File: config.mk
export PLATFORM = sky130hd
export DESIGN_NAME = vic_param_flat
export DESIGN_NICKNAME = d
export VERILOG_FILES = /design/src/rtl/vic_if.sv /design/src/rtl/vic_param.sv /design/src/flat_wrapper.sv
export SDC_FILE = /design/constraint.sdc
export NUM_CORES = 1
export LEC_CHECK = 0
export CAP_MARGIN = 10
export CELL_PAD_IN_SITES_DETAIL_PLACEMENT = 1
export CELL_PAD_IN_SITES_GLOBAL_PLACEMENT = 1
export CORE_MARGIN = 3
export CORE_UTILIZATION = 25
export DETAILED_ROUTE_END_ITERATION = 12
export GPL_ROUTABILITY_DRIVEN = 0
export HOLD_SLACK_MARGIN = 0.03
export PLACE_DENSITY = 0.5
export SKIP_CTS_REPAIR_TIMING = 1
export SYNTH_ARGS = -nofsm -noshare
export SYNTH_HDL_FRONTEND = slang
export SYNTH_SLANG_ARGS = --single-unit
File: constraint.sdc
create_clock -name clk -period 5.5 [get_ports clk]
set_input_delay 1.65 -clock clk [delete_from_list [all_inputs] [get_ports clk]]
set_output_delay 1.65 -clock clk [all_outputs]
set_load 0.03 [all_outputs]
File: src/rtl/vic_if.sv
// ---------------------------------------------------------------------------
// vic_if : signal bundle between the interrupt sources/CPU side and vic_param.
//
// slave  modport (used by vic_param):
//   in : irq, mask_wr/mask_in, mode_wr/mode_in, vec_wr/vec_addr/vec_data,
//        set_ien, clr_ien, ack, eoi
//   out: i_pend, data_out, act_id, in_service
// master modport: the mirror image, for whoever drives the controller.
// ---------------------------------------------------------------------------
interface vic_if #(
    parameter int AW = 3,
    parameter int VW = 8
);
    localparam int NCH = 2**AW;

    logic [NCH-1:0] irq;
    logic           mask_wr;
    logic [NCH-1:0] mask_in;
    logic           mode_wr;
    logic [NCH-1:0] mode_in;
    logic           vec_wr;
    logic [AW-1:0]  vec_addr;
    logic [VW-1:0]  vec_data;
    logic           set_ien;
    logic           clr_ien;
    logic           ack;
    logic           eoi;
    logic           i_pend;
    logic [VW-1:0]  data_out;
    logic [AW-1:0]  act_id;
    logic           in_service;

    modport slave (
        input  irq, mask_wr, mask_in, mode_wr, mode_in,
               vec_wr, vec_addr, vec_data, set_ien, clr_ien, ack, eoi,
        output i_pend, data_out, act_id, in_service
    );

    modport master (
        output irq, mask_wr, mask_in, mode_wr, mode_in,
               vec_wr, vec_addr, vec_data, set_ien, clr_ien, ack, eoi,
        input  i_pend, data_out, act_id, in_service
    );
endinterface

File: src/rtl/vic_param.sv
// ---------------------------------------------------------------------------
// vic_param : parameterised vectored interrupt controller.
//
// NCH = 2**AW interrupt lines, each with a mask bit and an edge/level mode.
// Fixed priority, highest index wins. The winning channel's vector comes
// from a writable table (reset contents: entry k = k). An ack moves the
// controller to SERVICE, which blocks further requests until eoi.
//
// Ports:
//   clk    : rising-edge clock
//   rst_n  : asynchronous active-low reset
//   bus    : vic_if.slave (irq, config writes, ien control, ack/eoi in;
//            i_pend, data_out, act_id, in_service out)
//
// State table:
//   ST_IDLE    | waiting for an enabled request; i_pend may assert
//   ST_SERVICE | one channel accepted, ISR running; i_pend held low
// ---------------------------------------------------------------------------
module vic_param #(
    parameter int AW = 3,
    parameter int VW = 8
) (
    input  logic    clk,
    input  logic    rst_n,
    vic_if.slave    bus
);
    localparam int NCH = 2**AW;

    typedef enum logic {ST_IDLE, ST_SERVICE} state_t;

    state_t          state_q;
    logic [NCH-1:0]  irq_q;
    logic [NCH-1:0]  epend_q, epend_d;
    logic [NCH-1:0]  mask_q;
    logic [NCH-1:0]  mode_q;
    logic            ien_q, ien_d;
    logic [VW-1:0]   vec_tbl_q [NCH];
    logic [VW-1:0]   data_out_q;
    logic [AW-1:0]   act_id_q;
    logic            in_service_q;

    logic [NCH-1:0]  req;
    logic [NCH-1:0]  eff;
    logic [AW-1:0]   win_id;
    logic            i_pend;
    logic            accept;
    logic            finish;

    // Edge channels request from their sticky pending bit, level channels
    // straight from the registered line.
    assign req = (mode_q & epend_q) | (~mode_q & irq_q);
    assign eff = req & mask_q;

    // Ascending scan: the last (highest) set index is left in win_id.
    always_comb begin
        win_id = '0;
        for (int k = 0; k < NCH; k++) begin
            if (eff[k]) begin
                win_id = AW'(k);
            end
        end
    end

    assign i_pend = ien_q & (|eff) & (state_q == ST_IDLE);
    assign accept = i_pend & bus.ack;
    assign finish = (state_q == ST_SERVICE) & bus.eoi;

    always_comb begin
        epend_d = epend_q;
        if (accept) begin
            epend_d[win_id] = 1'b0;
        end
        // A new edge is applied after the accept-clear so it is never lost.
        epend_d = epend_d | (bus.irq & ~irq_q & mode_q);
        // Switching a channel back to level drops any stale edge.
        if (bus.mode_wr) begin
            epend_d = epend_d & bus.mode_in;
        end
    end

    always_comb begin
        ien_d = ien_q;
        if (accept) begin
            ien_d = 1'b0;
        end
        if (finish) begin
            ien_d = 1'b1;
        end
        if (bus.set_ien) begin
            ien_d = 1'b1;
        end
        if (bus.clr_ien) begin
            ien_d = 1'b0;
        end
    end

    always_ff @(posedge clk or negedge rst_n) begin
        if (!rst_n) begin
            state_q      <= ST_IDLE;
            irq_q        <= '0;
            epend_q      <= '0;
            mask_q       <= '0;
            mode_q       <= '0;
            ien_q        <= 1'b0;
            data_out_q   <= '0;
            act_id_q     <= '0;
            in_service_q <= 1'b0;
            for (int k = 0; k < NCH; k++) begin
                vec_tbl_q[k] <= VW'(k);
            end
        end else begin
            irq_q   <= bus.irq;
            epend_q <= epend_d;
            ien_q   <= ien_d;
            if (bus.mask_wr) begin
                mask_q <= bus.mask_in;
            end
            if (bus.mode_wr) begin
                mode_q <= bus.mode_in;
            end
            // Non-blocking update: a capture in the same cycle sees the old entry.
            if (bus.vec_wr) begin
                vec_tbl_q[bus.vec_addr] <= bus.vec_data;
            end
            case (state_q)
                ST_IDLE: begin
                    if (accept) begin
                        state_q      <= ST_SERVICE;
                        act_id_q     <= win_id;
                        data_out_q   <= vec_tbl_q[win_id];
                        in_service_q <= 1'b1;
                    end
                end
                ST_SERVICE: begin
                    if (finish) begin
                        state_q      <= ST_IDLE;
                        in_service_q <= 1'b0;
                    end
                end
                default: begin
                    state_q      <= ST_IDLE;
                    in_service_q <= 1'b0;
                end
            endcase
        end
    end

    assign bus.i_pend     = i_pend;
    assign bus.data_out   = data_out_q;
    assign bus.act_id     = act_id_q;
    assign bus.in_service = in_service_q;

endmodule

File: src/flat_wrapper.sv
// flat-port wrapper written by rule: the top's interface ports become plain ports
module vic_param_flat 
#(
    parameter int AW = 3,
    parameter int VW = 8
)
  (clk, rst_n, bus_irq, bus_mask_wr, bus_mask_in, bus_mode_wr, bus_mode_in, bus_vec_wr, bus_vec_addr, bus_vec_data, bus_set_ien, bus_clr_ien, bus_ack, bus_eoi, bus_i_pend, bus_data_out, bus_act_id, bus_in_service);
  vic_if #(.AW(AW), .VW(VW)) bus_i ();
  input  logic clk;
  input  logic rst_n;
  input wire logic [$bits(bus_i.irq)-1:0] bus_irq;
  input wire logic [$bits(bus_i.mask_wr)-1:0] bus_mask_wr;
  input wire logic [$bits(bus_i.mask_in)-1:0] bus_mask_in;
  input wire logic [$bits(bus_i.mode_wr)-1:0] bus_mode_wr;
  input wire logic [$bits(bus_i.mode_in)-1:0] bus_mode_in;
  input wire logic [$bits(bus_i.vec_wr)-1:0] bus_vec_wr;
  input wire logic [$bits(bus_i.vec_addr)-1:0] bus_vec_addr;
  input wire logic [$bits(bus_i.vec_data)-1:0] bus_vec_data;
  input wire logic [$bits(bus_i.set_ien)-1:0] bus_set_ien;
  input wire logic [$bits(bus_i.clr_ien)-1:0] bus_clr_ien;
  input wire logic [$bits(bus_i.ack)-1:0] bus_ack;
  input wire logic [$bits(bus_i.eoi)-1:0] bus_eoi;
  output wire logic [$bits(bus_i.i_pend)-1:0] bus_i_pend;
  output wire logic [$bits(bus_i.data_out)-1:0] bus_data_out;
  output wire logic [$bits(bus_i.act_id)-1:0] bus_act_id;
  output wire logic [$bits(bus_i.in_service)-1:0] bus_in_service;
  assign bus_i.irq = bus_irq;
  assign bus_i.mask_wr = bus_mask_wr;
  assign bus_i.mask_in = bus_mask_in;
  assign bus_i.mode_wr = bus_mode_wr;
  assign bus_i.mode_in = bus_mode_in;
  assign bus_i.vec_wr = bus_vec_wr;
  assign bus_i.vec_addr = bus_vec_addr;
  assign bus_i.vec_data = bus_vec_data;
  assign bus_i.set_ien = bus_set_ien;
  assign bus_i.clr_ien = bus_clr_ien;
  assign bus_i.ack = bus_ack;
  assign bus_i.eoi = bus_eoi;
  assign bus_i_pend = bus_i.i_pend;
  assign bus_data_out = bus_i.data_out;
  assign bus_act_id = bus_i.act_id;
  assign bus_in_service = bus_i.in_service;
  vic_param #(.AW(AW), .VW(VW)) u_core (.clk(clk), .rst_n(rst_n), .bus(bus_i));
endmodule
---- Word-level counts from Yosys, hierarchy flattened ----
Cells that the tools add are included.
operators by class
  mux-type cells .......................... 27
  order comparisons ....................... 5
  bitwise operators ....................... 19
  equal/unequal tests ..................... 2
  reductions and logical operators ........ 6
operators by type and width
  cell                count
  $bwmux 64           1
  $and 8x8->8         7
  $mux 8              5
  $bmux 8 s3          1
  $demux 8 s3         1
  $not 8->8           3
  $mux 3              6
  $or 8x8->8          2
  $mux 1              10
  $ge 4x4->1 const B  2
  $not 3->4           2
  $reduce_or 8->1     1
  $and 1x1->1         4
  $lt 3x4->1 const B  1
  $lt 4x1->1 const B  1
  $pmux 1 s2          2
  $reduce_and 2->1    2
  $reduce_bool 4->1   1
  $demux 1 s3         1
  $ge 3x1->1 const B  1
  $logic_and 1x1->1   2
  $ne 2x1->1 const B  1
  $ne 2x2->1 const B  1
  $not 1->1           1
storage, ports and cells
  logic and storage cells ................. 76
  flip-flop bits (word level) ............. 110
  output and inout bits ................... 13

---- Logic depth before layout (Yosys ltp) ----
  word-level depth ........................ 21
  gate-level depth with buffers ........... 8
  mapped depth without buffers ............ 6

---- Worst setup path after synthesis ----
Ideal clock, no wire load.
  path kind ............................... register to output
  start ................................... reg u_core.mode_q[7]
  end ..................................... out bus_i_pend
  arrival time ............................ 1,381 ps
  stages on the path, launching flop included .. 4
  data required time ...................... 3,850 ps
  setup slack ............................. 2,469 ps
  cells stage by stage .................... dfrtp_1 mux2_2 a22oi_2 a41oi_1
on the way
  longest elaborated chain between the ends .. 7
  elaborated cells on any way between the ends .. 8
  classes of those cells .................. bitwise (7); reduce/logical (1)
ends and longest elaborated chain
  item                         RTL line            text
  start, declared              vic_param.sv:35     logic [NCH-1:0] mode_q;
  start signal, assigned       vic_param.sv:119    mode_q <= bus.mode_in;
  $not 8->8                    vic_param.sv:51     assign req = (mode_q & epend_q) | (~mode_q & irq_q);
  $and 8x8->8                  vic_param.sv:51
  $or 8x8->8 *                 vic_param.sv:51
  $and 8x8->8 *                vic_param.sv:52     assign eff = req & mask_q;
  $reduce_or 8->1 *            vic_param.sv:64     assign i_pend = ien_q & (|eff) & (state_q == ST_IDLE);
  $and 1x1->1 * (2 in series)  vic_param.sv:64
  end, declared                flat_wrapper.sv:23  output wire logic [$bits(bus_i.i_pend)-1:0] bus_i_pend;
Every way passes the cells marked *; elsewhere a longest branch is shown, timed or not.

---- Final worst setup path ----
Ends and elaborated chain as after synthesis.

==> out/metrics.yaml <==
routed_via_density: 4.737
wirelength_microns: 13840
n_fill_cell: 2145
floorplan.initialDensity: 0.2574
design_area_sq_um: 6151
reg2reg_slack_ns: 2.43
clock-root-buffer: "clkbuf_16"
die_h_microns: 148.2
grt_max_degree: 42
hold_viol: 0
clock-sinks: 110
cts_buffer_depth: 2
power_density_nw_per_um2: 389.0
cp.required_ns: 3.85
ys_async_sr_fraction: 1.000
tns_ns: 0
p_int_mw: 1.633
rsz0062_at_grt: "no"
grt_usage: 0.1307
end_kind: "primary output"
layout_min_cycle_time_ns: 3.978
area_growth_pct: 21.59
n_antenna_cell: 0
fmaxAchievable_mhz: 251.4
htree_levels: 3
clkTransAtPathRegs_ns: 0.07
synth_edf_count: 0
grt_pass1_vias: 3746
coreArea_sq_um: 19650
netlist_instances: 393
grt_overflow_total: 0
setup_viol: 0
drt_iter0_markers: 186
skew_ns: 0.006421
antenna_found_initial: 0
vias: 3392
dp_hpwl_microns: 9441
cts_buffers: 9
synth_flop_cell: "dfrtp_1"
fp-row-count: 51
drv_cap: 0
die_area_sq_um: 21980
ant_nets: 0
power_switching_share: 0.3176
dpl-instance-area_sq_um: 5882
maxSlewViolCount: 0
avgSynthCellArea_sq_um: 12.87
relSlewSlack: 0.2767
clk_latency_ns: 0.35
tritoncts: "done"
yosys_warnings: 0
wl_per_cell_microns: 19.33
grt_pass1_wl_microns: 21980
irDropWorstVdd_v: 0.0001519
cp.arrival_ns: 2.33
path_class: "flop to primary output"
ys_types: 42
startpoint_type: "flop"
io_buffer_count: 56
max_slew.worst_pin.slew_ns: 1.085
drcViolationCount: 0
postLayoutCoreUtil: 0.3130
pwr-share-clk: 0.256
chipWidth_microns: 148.2
firstDrtPassIters: 4
hold_path.class: "flop to flop"
synth_nets: 437
power.switching_uw: 759.8
p_seq_frac: 0.459
fin_nets: 490
critical_path.max_fanout: 6
ys_ff_latch: 110
comb_power_share: 0.285
drive_above_1_share: 0.2616
ios: 57
synth-seq-area-share: 0.5471
netlist_area_sq_um: 5059
leakage_nw: 2.475
period_share: 0.7232
status: "finished, final reports clean"
## worst max-delay path: stages (launching register included)
cell	delay [ns]
dfrtp_1	0.37
mux2_2	0.39
a22oi_2	0.35
a41oi_1	0.22
clkdlybuf4s50_1	0.64
## metal layers
metal	wire (microns)	vias to the layer above	global-route usage
li1	-	1564	-
met1	6373	1780	0.1677
met2	6963	35	0.2261
met3	342	13	0.02590
met4	163	0	0.03464
met5	0	-	0
## power by group through the flow
stage / Sequential, mW / Combinational (mW) / Clock [mW]
2_1_floorplan: 1.17 / 0.366 / 0
3_3_place_gp: 1.11 / 0.681 / 0
3_5_place_dp: 1.12 / 0.692 / 0
4_1_cts: 1.10 / 0.695 / 0.636
5_1_grt: 1.12 / 0.745 / 0.668
6_report: 1.10 / 0.682 / 0.612
## state kept, by name (all words and copies together), names as in the netlist
name                   flops
u_core.epend_q             8
u_core.state_q             1
u_core.bus.data_out        8
u_core.ien_q               1
u_core.vec_tbl_q          64
u_core.bus.act_id          3
u_core.mask_q              8
u_core.bus.in_service      1
u_core.mode_q              8
u_core.irq_q               8
## logic make-up after synthesis
logic type | share of synthesized area
AO/OA/AOI/OAI | 0.1219
AND/OR/NAND/NOR | 0.07890
flip-flops | 0.5471
buffers and inverters | 0.02201
multiplexers | 0.2300
## through the flow
| stage | instances | power [mW] | setup slack (ns) | hold slack, ns |
|---|---|---|---|---|
| after floorplan | 393 | 1.533 | 2.469 | 0.4574 |
| after CTS | 716 | 2.431 | 1.471 | 0.4935 |
| final | 716 | 2.393 | 1.522 | 0.4860 |
| after detailed placement | 700 | 1.807 | 1.863 | 0.4755 |
| after global routing | 716 | 2.534 | 1.365 | 0.5144 |
| after global placement | 700 | 1.787 | 1.879 | 0.4640 |
## synthesized netlist by cell type (2+ instances only)
cell type / number / area, sq um
mux2_4: 4 / 60.06
o21ai_1: 4 / 20.02
a21oi_1: 9 / 45.04
dfrtp_1: 98 / 2452
nand3b_1: 8 / 60.06
mux2_2: 76 / 855.8
and2_1: 3 / 18.77
o22a_1: 8 / 70.07
nor3b_2: 2 / 25.02
a31oi_1: 2 / 12.51
clkbuf_1: 12 / 45.04
buf_4: 2 / 15.01
o31ai_1: 5 / 37.54
mux2_1: 6 / 67.56
a22oi_2: 2 / 25.02
dfstp_2: 12 / 315.3
a211o_1: 2 / 17.52
nor2b_1: 8 / 50.05
a22oi_1: 2 / 15.01
a41oi_1: 9 / 78.83
nand2_1: 15 / 56.30
nand4b_1: 3 / 26.28
nor2_1: 12 / 45.04
inv_1: 4 / 15.01
a21o_1: 16 / 120.1
mux2i_1: 18 / 180.2
buf_2: 2 / 10.01
o21ai_0: 18 / 90.09
nand3_1: 18 / 90.09
## final cells by class
class	instances	area, sq um	share of cell area
clock buffer	12	246.5	0.04007
clock inverter	4	22.52	0.003662
inverter	4	15.01	0.002441
multi-input combinational	261	2180	0.3544
sequential	110	2768	0.4500
tap	265	331.6	0.05391
timing repair buffer	60	588.1	0.09561
## final timing paths
check / startpoint / to / cells after the start
worst max register to register: u_core.mode_q[7] / u_core.bus.data_out[1] / 6
min in group asynchronous: rst_n / u_core.vec_tbl_q[5] / 1
worst min register to register: u_core.bus.act_id[1] / u_core.bus.act_id[1] / 2
max in group asynchronous: rst_n / u_core.mask_q[4] / 2
worst min-delay path: u_core.bus.act_id[1] / u_core.bus.act_id[1] / 2
worst max-delay path: u_core.mode_q[7] / bus_i_pend / 4
## layout by cell type, fill, tap and decap left out, drive strengths merged, types with 9 or more instances in the layout
master,n
a21o,16
o21ai,22
nand2,15
clkdlybuf4s50,55
clkbuf,12
nand3,18
a41oi,9
mux2i,18
nor2,12
dfstp,12
dfrtp,98
mux2,86
a21oi,9
Power figures use the tool's default switching activity.
